File: src/rtl/serial_word_collector_if.sv
// Output-side bundle of serial_word_collector: assembled word with a valid/ready handshake.
interface serial_word_collector_if #(
  parameter int WIDTH = 8
);
  logic [WIDTH-1:0] par_out;
  logic             out_valid;
  logic             out_ready;

  modport master (output par_out, output out_valid, input out_ready);
  modport slave  (input par_out, input out_valid, output out_ready);
endinterface

File: src/rtl/serial_word_collector.sv
// Reassembles LSB-first serial bits into WIDTH-bit words and hands them to a
// one-entry valid/ready buffer; a word completing while the buffer is stalled is dropped.
module serial_word_collector #(
  parameter int WIDTH = 8,
  parameter int CNT_W = 16
) (
  input  logic                       clk,
  input  logic                       rst,
  input  logic                       serial_in,
  input  logic                       bit_valid,
  input  logic                       flush,
  serial_word_collector_if.master    out_if,
  output logic                       overflow,
  output logic [CNT_W-1:0]           word_count,
  output logic [$clog2(WIDTH)-1:0]   bit_cnt
);

  localparam int              BW       = $clog2(WIDTH);
  localparam logic [BW-1:0]   LAST_BIT = BW'(WIDTH - 1);

  typedef enum logic [0:0] {
    EMPTY = 1'b0,
    FULL  = 1'b1
  } state_t;

  state_t           state_r;
  state_t           state_nxt_s;
  logic [WIDTH-1:0] shreg_r;
  logic [WIDTH-1:0] word_s;
  logic [WIDTH-1:0] par_r;
  logic [BW-1:0]    bit_cnt_r;
  logic [CNT_W-1:0] word_count_r;
  logic             overflow_r;
  logic             sample_s;
  logic             done_s;
  logic             xfer_s;
  logic             load_s;
  logic             drop_s;

  assign out_if.par_out   = par_r;
  assign out_if.out_valid = (state_r == FULL);
  assign overflow         = overflow_r;
  assign word_count       = word_count_r;
  assign bit_cnt          = bit_cnt_r;

  // Per-edge strobes: sampling, word completion, handshake, buffer load or drop
  always_comb begin
    sample_s = bit_valid & ~flush;
    done_s   = sample_s & (bit_cnt_r == LAST_BIT);
    word_s   = {serial_in, shreg_r[WIDTH-1:1]};
    xfer_s   = (state_r == FULL) & out_if.out_ready;
    // A transfer on the completion edge frees the slot for the new word
    load_s   = done_s & ((state_r == EMPTY) | out_if.out_ready);
    drop_s   = done_s & (state_r == FULL) & ~out_if.out_ready;
  end

  // Buffer-occupancy next state
  always_comb begin
    state_nxt_s = state_r;
    case (state_r)
      EMPTY: begin
        if (done_s) begin
          state_nxt_s = FULL;
        end else begin
          state_nxt_s = EMPTY;
        end
      end
      FULL: begin
        if (xfer_s && !done_s) begin
          state_nxt_s = EMPTY;
        end else begin
          state_nxt_s = FULL;
        end
      end
      default: state_nxt_s = EMPTY;
    endcase
  end

  // Buffer-occupancy state register
  always_ff @(posedge clk or posedge rst) begin
    if (rst) begin
      state_r <= EMPTY;
    end else begin
      state_r <= state_nxt_s;
    end
  end

  // Shift register and bit counter; flush wins over a same-cycle bit
  always_ff @(posedge clk or posedge rst) begin
    if (rst) begin
      shreg_r   <= {WIDTH{1'b0}};
      bit_cnt_r <= {BW{1'b0}};
    end else if (flush) begin
      shreg_r   <= {WIDTH{1'b0}};
      bit_cnt_r <= {BW{1'b0}};
    end else if (bit_valid) begin
      shreg_r   <= word_s;
      bit_cnt_r <= done_s ? {BW{1'b0}} : bit_cnt_r + BW'(1);
    end else begin
      shreg_r   <= shreg_r;
      bit_cnt_r <= bit_cnt_r;
    end
  end

  // Output word, accepted-word counter and sticky drop flag
  always_ff @(posedge clk or posedge rst) begin
    if (rst) begin
      par_r        <= {WIDTH{1'b0}};
      word_count_r <= {CNT_W{1'b0}};
      overflow_r   <= 1'b0;
    end else begin
      if (load_s) begin
        par_r        <= word_s;
        word_count_r <= word_count_r + CNT_W'(1);
      end else begin
        par_r        <= par_r;
        word_count_r <= word_count_r;
      end
      overflow_r <= overflow_r | drop_s;
    end
  end

endmodule

File: src/flat_wrapper.sv
// flat-port wrapper written by rule: the top's interface ports become plain ports
module serial_word_collector_flat 
#(
  parameter int WIDTH = 8,
  parameter int CNT_W = 16
)
  (clk, rst, serial_in, bit_valid, flush, overflow, word_count, bit_cnt, out_if_par_out, out_if_out_valid, out_if_out_ready);
  serial_word_collector_if #(.WIDTH(WIDTH)) out_if_i ();
  input  logic clk;
  input  logic rst;
  input  logic serial_in;
  input  logic bit_valid;
  input  logic flush;
  output logic overflow;
  output logic [CNT_W-1:0] word_count;
  output logic [$clog2(WIDTH)-1:0] bit_cnt;
  output wire logic [$bits(out_if_i.par_out)-1:0] out_if_par_out;
  output wire logic [$bits(out_if_i.out_valid)-1:0] out_if_out_valid;
  input wire logic [$bits(out_if_i.out_ready)-1:0] out_if_out_ready;
  assign out_if_par_out = out_if_i.par_out;
  assign out_if_out_valid = out_if_i.out_valid;
  assign out_if_i.out_ready = out_if_out_ready;
  serial_word_collector #(.WIDTH(WIDTH), .CNT_W(CNT_W)) u_core (.clk(clk), .rst(rst), .serial_in(serial_in), .bit_valid(bit_valid), .flush(flush), .out_if(out_if_i), .overflow(overflow), .word_count(word_count), .bit_cnt(bit_cnt));
endmodule
File: config.mk
export PLATFORM = sky130hd
export DESIGN_NAME = serial_word_collector_flat
export DESIGN_NICKNAME = d
export VERILOG_FILES = /design/src/rtl/serial_word_collector_if.sv /design/src/rtl/serial_word_collector.sv /design/src/flat_wrapper.sv
export SDC_FILE = /design/constraint.sdc
export NUM_CORES = 1
export LEC_CHECK = 0
export ABC_AREA = 1
export CAP_MARGIN = 15
export CELL_PAD_IN_SITES_DETAIL_PLACEMENT = 0
export CELL_PAD_IN_SITES_GLOBAL_PLACEMENT = 1
export CORE_MARGIN = 10
export CORE_UTILIZATION = 38
export CTS_CLUSTER_SIZE = 14
export DETAILED_ROUTE_END_ITERATION = 12
export PLACE_DENSITY = 0.87
export SKIP_LAST_GASP = 1
export SLEW_MARGIN = 20
export SYNTH_ARGS = -nofsm -noshare
export SYNTH_HDL_FRONTEND = slang
export SYNTH_SLANG_ARGS = --single-unit
export TNS_END_PERCENT = 20
File: constraint.sdc
create_clock -name clk -period 2.1 [get_ports clk]
set_clock_uncertainty 0.1 [all_clocks]
set_input_delay 0.315 -clock clk [delete_from_list [all_inputs] [get_ports clk]]
set_output_delay 0.315 -clock clk [all_outputs]
set_load 0.01 [all_outputs]
Word-level counts from Yosys, hierarchy flattened --
Cells that the tools add are included.
Storage, ports and cells: register bits 37, output and inout bits 29, logic and storage cells 31
Operators by class: add/sub/neg operators 2, equality and inequality tests 1, muxes and demuxes 8, bitwise operators 11, reductions and logical operators 3
Operator list (count):
- adder 16 x 1 -> 16 bit, second input constant | 1
- 2-to-1 mux 8 bit | 2
- 2-to-1 mux 3 bit | 3
- bitwise AND 1 bit | 6
- adder 3 x 1 -> 3 bit, second input constant | 1
- equality test 3 bit, second input constant | 1
- inverter 1 bit | 3
- 2-to-1 mux 1 bit | 2
- OR 1 bit | 2
- one-hot mux 1 bit (2 select lines) | 1
- nonzero test 2 bit | 1
- logical AND 1 bit | 1
- logical NOT 1 bit | 1

Depth between registers and ports, before layout --
depth in word-level cells 7, gate-level depth with buffers 8, mapped depth without buffers 8

Worst setup path after synthesis --
No wires, ideal clock.
path type flip-flop to flip-flop, start point register u_core.bit_cnt_r[0] (netlist: u_core.bit_cnt[0]), end point register u_core.word_count_r[12] (netlist: u_core.word_count[12]), library setup time 120 ps, arrival 1400 ps, data required time 1880 ps, path slack 480 ps, stages on the path, launching flop included 8, path buffers 0, period minus slack after synthesis 1620 ps, cell sequence dfrtp_1 -> ha_1 -> ha_1 -> nand3_2 -> nor2_4 -> nand2_4 -> o21ai_1 -> nand2_1
Between the ends: cells in the longest elaborated chain, start to end 3
RTL lines:
- start: declaration | RTL line serial_word_collector.sv:31 | logic [BW-1:0] bit_cnt_r;
- start signal: assignment | RTL line serial_word_collector.sv:92 | bit_cnt_r <= {BW{1'b0}};
- start signal: assignment | RTL line serial_word_collector.sv:95 | bit_cnt_r <= {BW{1'b0}};
- start signal: assignment | RTL line serial_word_collector.sv:98 | bit_cnt_r <= done_s ? {BW{1'b0}} : bit_cnt_r + BW'(1);
- equality test 3 bit | RTL line serial_word_collector.sv:49 | done_s = sample_s & (bit_cnt_r == LAST_BIT);
- bitwise AND 1 bit | RTL line serial_word_collector.sv:49
- bitwise AND 1 bit | RTL line serial_word_collector.sv:53 | load_s = done_s & ((state_r == EMPTY) | out_if.out_ready);
- end signal: assignment | RTL line serial_word_collector.sv:109 | word_count_r <= {CNT_W{1'b0}};
- end signal: assignment | RTL line serial_word_collector.sv:114 | word_count_r <= word_count_r + CNT_W'(1);
- end signal: assignment | RTL line serial_word_collector.sv:117 | word_count_r <= word_count_r;
- end: declaration | RTL line serial_word_collector.sv:32 | logic [CNT_W-1:0] word_count_r;
Every way passes these cells. A chain may end at the register's enable or synchronous reset.

Final worst setup path --
start point register u_core.word_count_r[5] (netlist: u_core.word_count[5]), end point output port word_count[5]
RTL lines:
- end: declaration | RTL line flat_wrapper.sv:15 | output logic [CNT_W-1:0] word_count;
No word-level cell between the ends.

==> flow_summary.yaml <==
finish:
  n_antenna_cell: 0
  drive_above_1_share_pct: 11.0
  fin_nets: 245
  final_common_cell: "nand2_1"
  area_growth_pct: 29.6
  final_cell_mix: "nand2_1, dfrtp_1, clkdlybuf4s50_1"
cts:
  htreeDepth: 2
  cts.sinks: 36
  cts_tree: "built"
  cts_setup_buffers: 0
  cts_buffers: 5
  cts_resized: 0
  clockRootBuffer: "clkbuf_8"
  cts_hold_buf: 0
  clock_latency_ns: 0.28
  clkTransAtPathRegs_ns: 0.07
  clock_path_buffers: 2
die:
  dieArea_mm2: 0.00761
  die_w_um: 87.3
  core_area_mm2: 0.00435
  placementRows: 24
  ioPinCount: 35
  initial_core_util_pct: 39.5
  dieHeight_um: 87.3
sta:
  worst_slack_ns: 0.333
  fin_worst_hold_slack_ns: 0.336
  fin_crit_sh_pct: 84.1
  setup_viol: 0
  drv_slew: 0
  rsz0062_at_grt: "no"
  fin_crit_ns: 1.77
  fin_tns_setup_ns: 0
  fmax_mhz: 566
  slew_headroom_pct: 69.5
  worstMarginPinSlew_ns: 0.458
  final-hold-violation-count: 0
logic_synthesis:
  synth_area_leaders: "dfrtp_1, nand2_1, inv_1"
  yosysSeqAreaShare_pct: 52.4
  synthAdderAreaFrac_pct: 2.18
  synth_top_area_cell: "dfrtp_1"
  synthSimpleGateAreaFrac_pct: 29.8
  synth_area_mm2: 0.00172
  synth_cells: 194
  synth-xor-area-share_pct: 3.49
  postSynthAreaPerCell_um2: 8.86
  yosys_register_bits: 36
  synth_top_family_by_area: "simple AND/OR/NAND/NOR gates"
  synth_compound_area_share_pct: 6.40
  syn-num-nets: 203
  synth.distinct_cells: 25
  synth_top_area_share_pct: 52.4
  synth_warnings: 0
  synth.area.mux_share_pct: 0
detailed_routing:
  drt_first_iter_violations: 52
  wirelength_um: 3680
  wl_per_cell_um: 12.8
  via_per_inst: 4.70
  ant_nets: 0
  firstDrtPassIters: 4
  drc: 0
  vias: 1353
power_and_ir_drop:
  leakage_nw: 1.06
  power.density_mw_per_mm2: 576
  switching_share_pct: 21.1
  switching_power_w: 0.000270
  ir_drop_v: 0.000328
  p_clk_share_pct: 40.8
  seq_power_share_pct: 54.8
  p_int_w: 0.00101
  power_w: 0.00128
  p_comb_share_pct: 4.4
placed_design:
  gp_congestion: 0.777
  place.port_buffers: 34
  preCtsSetupSlack_ns: 0.168
  dp_hpwl_um: 2730
worst_setup_path:
  cp_cell_sequence: "clkdlybuf4s50_1"
  cp_slowest_cell: "clkdlybuf4s50_1"
  cpLargestDelayFamily: "buffers and inverters"
  cp-start-kind: "flip-flop"
  crit_path_end_kind: "primary output"
  crit_arrival_ns: 1.35
  worst-setup-path-type: "flip-flop to primary output"
  critical_path_buf_inv_count: 1
  critPathMaxStageDelay_ns: 0.59
  crit_path_max_fanout: 6
  required_ns: 1.68
worst_hold_path:
  hold_class: "input port to asynchronous set/reset pin"
grt:
  grt_pass1_vias: 1446
  grt_max_degree: 37
  grt_overflow_total: 0
  antenna_found_initial: 0
  grt_pass1_wl_um: 6510
  track_usage_pct: 10.6
outcome:
  status: "finished, final reports clean"
flow_run:
  maxCapViolCount: 0
## flip-flops by register name (all words and copies together), names as in the netlist
register,flops
u_core.word_count,16
u_core.out_if.par_out,8
u_core.shreg_r,7
u_core.bit_cnt,3
u_core.out_if.out_valid,1
u_core.overflow,1
## metrics by stage
step                utilization (%)  instance area [µm²]  cells
detailed placement             49.0                 2130    281
finish                         51.2                 2230    288
floorplan                         -                 1720    194
global route                   51.2                 2230    288
global placement               49.0                 2130    281
CTS                            51.2                 2230    288
## layer usage
metal  part of all wire [%]  vias to the layer above  GRT usage, %
met5                      0                        -             0
met4                   0.87                        0          3.48
met3                    8.1                        5          4.96
met2                     46                       27          16.7
met1                     45                      624          12.3
li1                       -                      697             -
## final cells by class
cell class | count | area [µm²]
Multi-Input combinational cell | 133 | 721
Sequential cell | 36 | 901
Fill cell | 410 | 2130
Clock buffer | 7 | 96.3
Inverter | 24 | 90.1
Tap cell | 52 | 65.1
Timing Repair Buffer | 36 | 355
## power groups by stage
| stage | Sequential (W) | Combinational (W) | Clock (W) |
|---|---|---|---|
| 6_report | 0.000703 | 0.0000564 | 0.000524 |
| 5_1_grt | 0.000703 | 0.0000644 | 0.000574 |
| 4_1_cts | 0.000703 | 0.0000587 | 0.000551 |
| 3_5_place_dp | 0.000716 | 0.0000584 | 0 |
| 3_3_place_gp | 0.000716 | 0.0000570 | 0 |
| 2_1_floorplan | 0.000717 | 0.0000278 | 0 |
## synthesized netlist by cell type
cell type / number
nand3b_1: 5
xor2_2: 1
nor2_8: 1
o21ai_0: 3
inv_2: 1
nand3_2: 1
o21bai_1: 1
dfrtp_1: 36
o31ai_1: 1
o22ai_1: 5
nand4_1: 1
xnor2_1: 3
o21ai_2: 5
o21ai_1: 1
nand3_4: 1
nand2_1: 72
nand3_1: 10
ha_1: 3
xor2_1: 2
nand2_4: 1
nor2_2: 3
inv_1: 23
nor2_4: 3
nor2_1: 10
buf_4: 1
## cell families after synthesis
logic type               Yosys count
AO/OA/AOI/OAI                     16
XOR/XNOR                           6
adder cells (fa/ha/maj)            3
buffers and inverters             25
flip-flops                        36
AND/OR/NAND/NOR                  108
## path summary, 6_finish.rpt
check | startpoint | end | slack (ns) | cells past startpoint
worst max-delay path | u_core.word_count[5]$_DFFE_PP0P_ | word_count[5] | 0.33 | 1
worst min-delay path | rst | u_core.out_if.par_out[3]$_DFFE_PP0P_ | 0.34 | 3
worst max register to register | u_core.bit_cnt[0]$_DFFE_PP0P_ | u_core.word_count[12]$_DFFE_PP0P_ | 0.35 | 7
worst min register to register | u_core.overflow$_DFF_PP0_ | u_core.overflow$_DFF_PP0_ | 0.37 | 1
max in group asynchronous | rst | u_core.out_if.out_valid$_DFF_PP0_ | 1.24 | 3
min in group clk | u_core.overflow$_DFF_PP0_ | u_core.overflow$_DFF_PP0_ | 0.37 | 1
(Power assumes the default switching activity.)
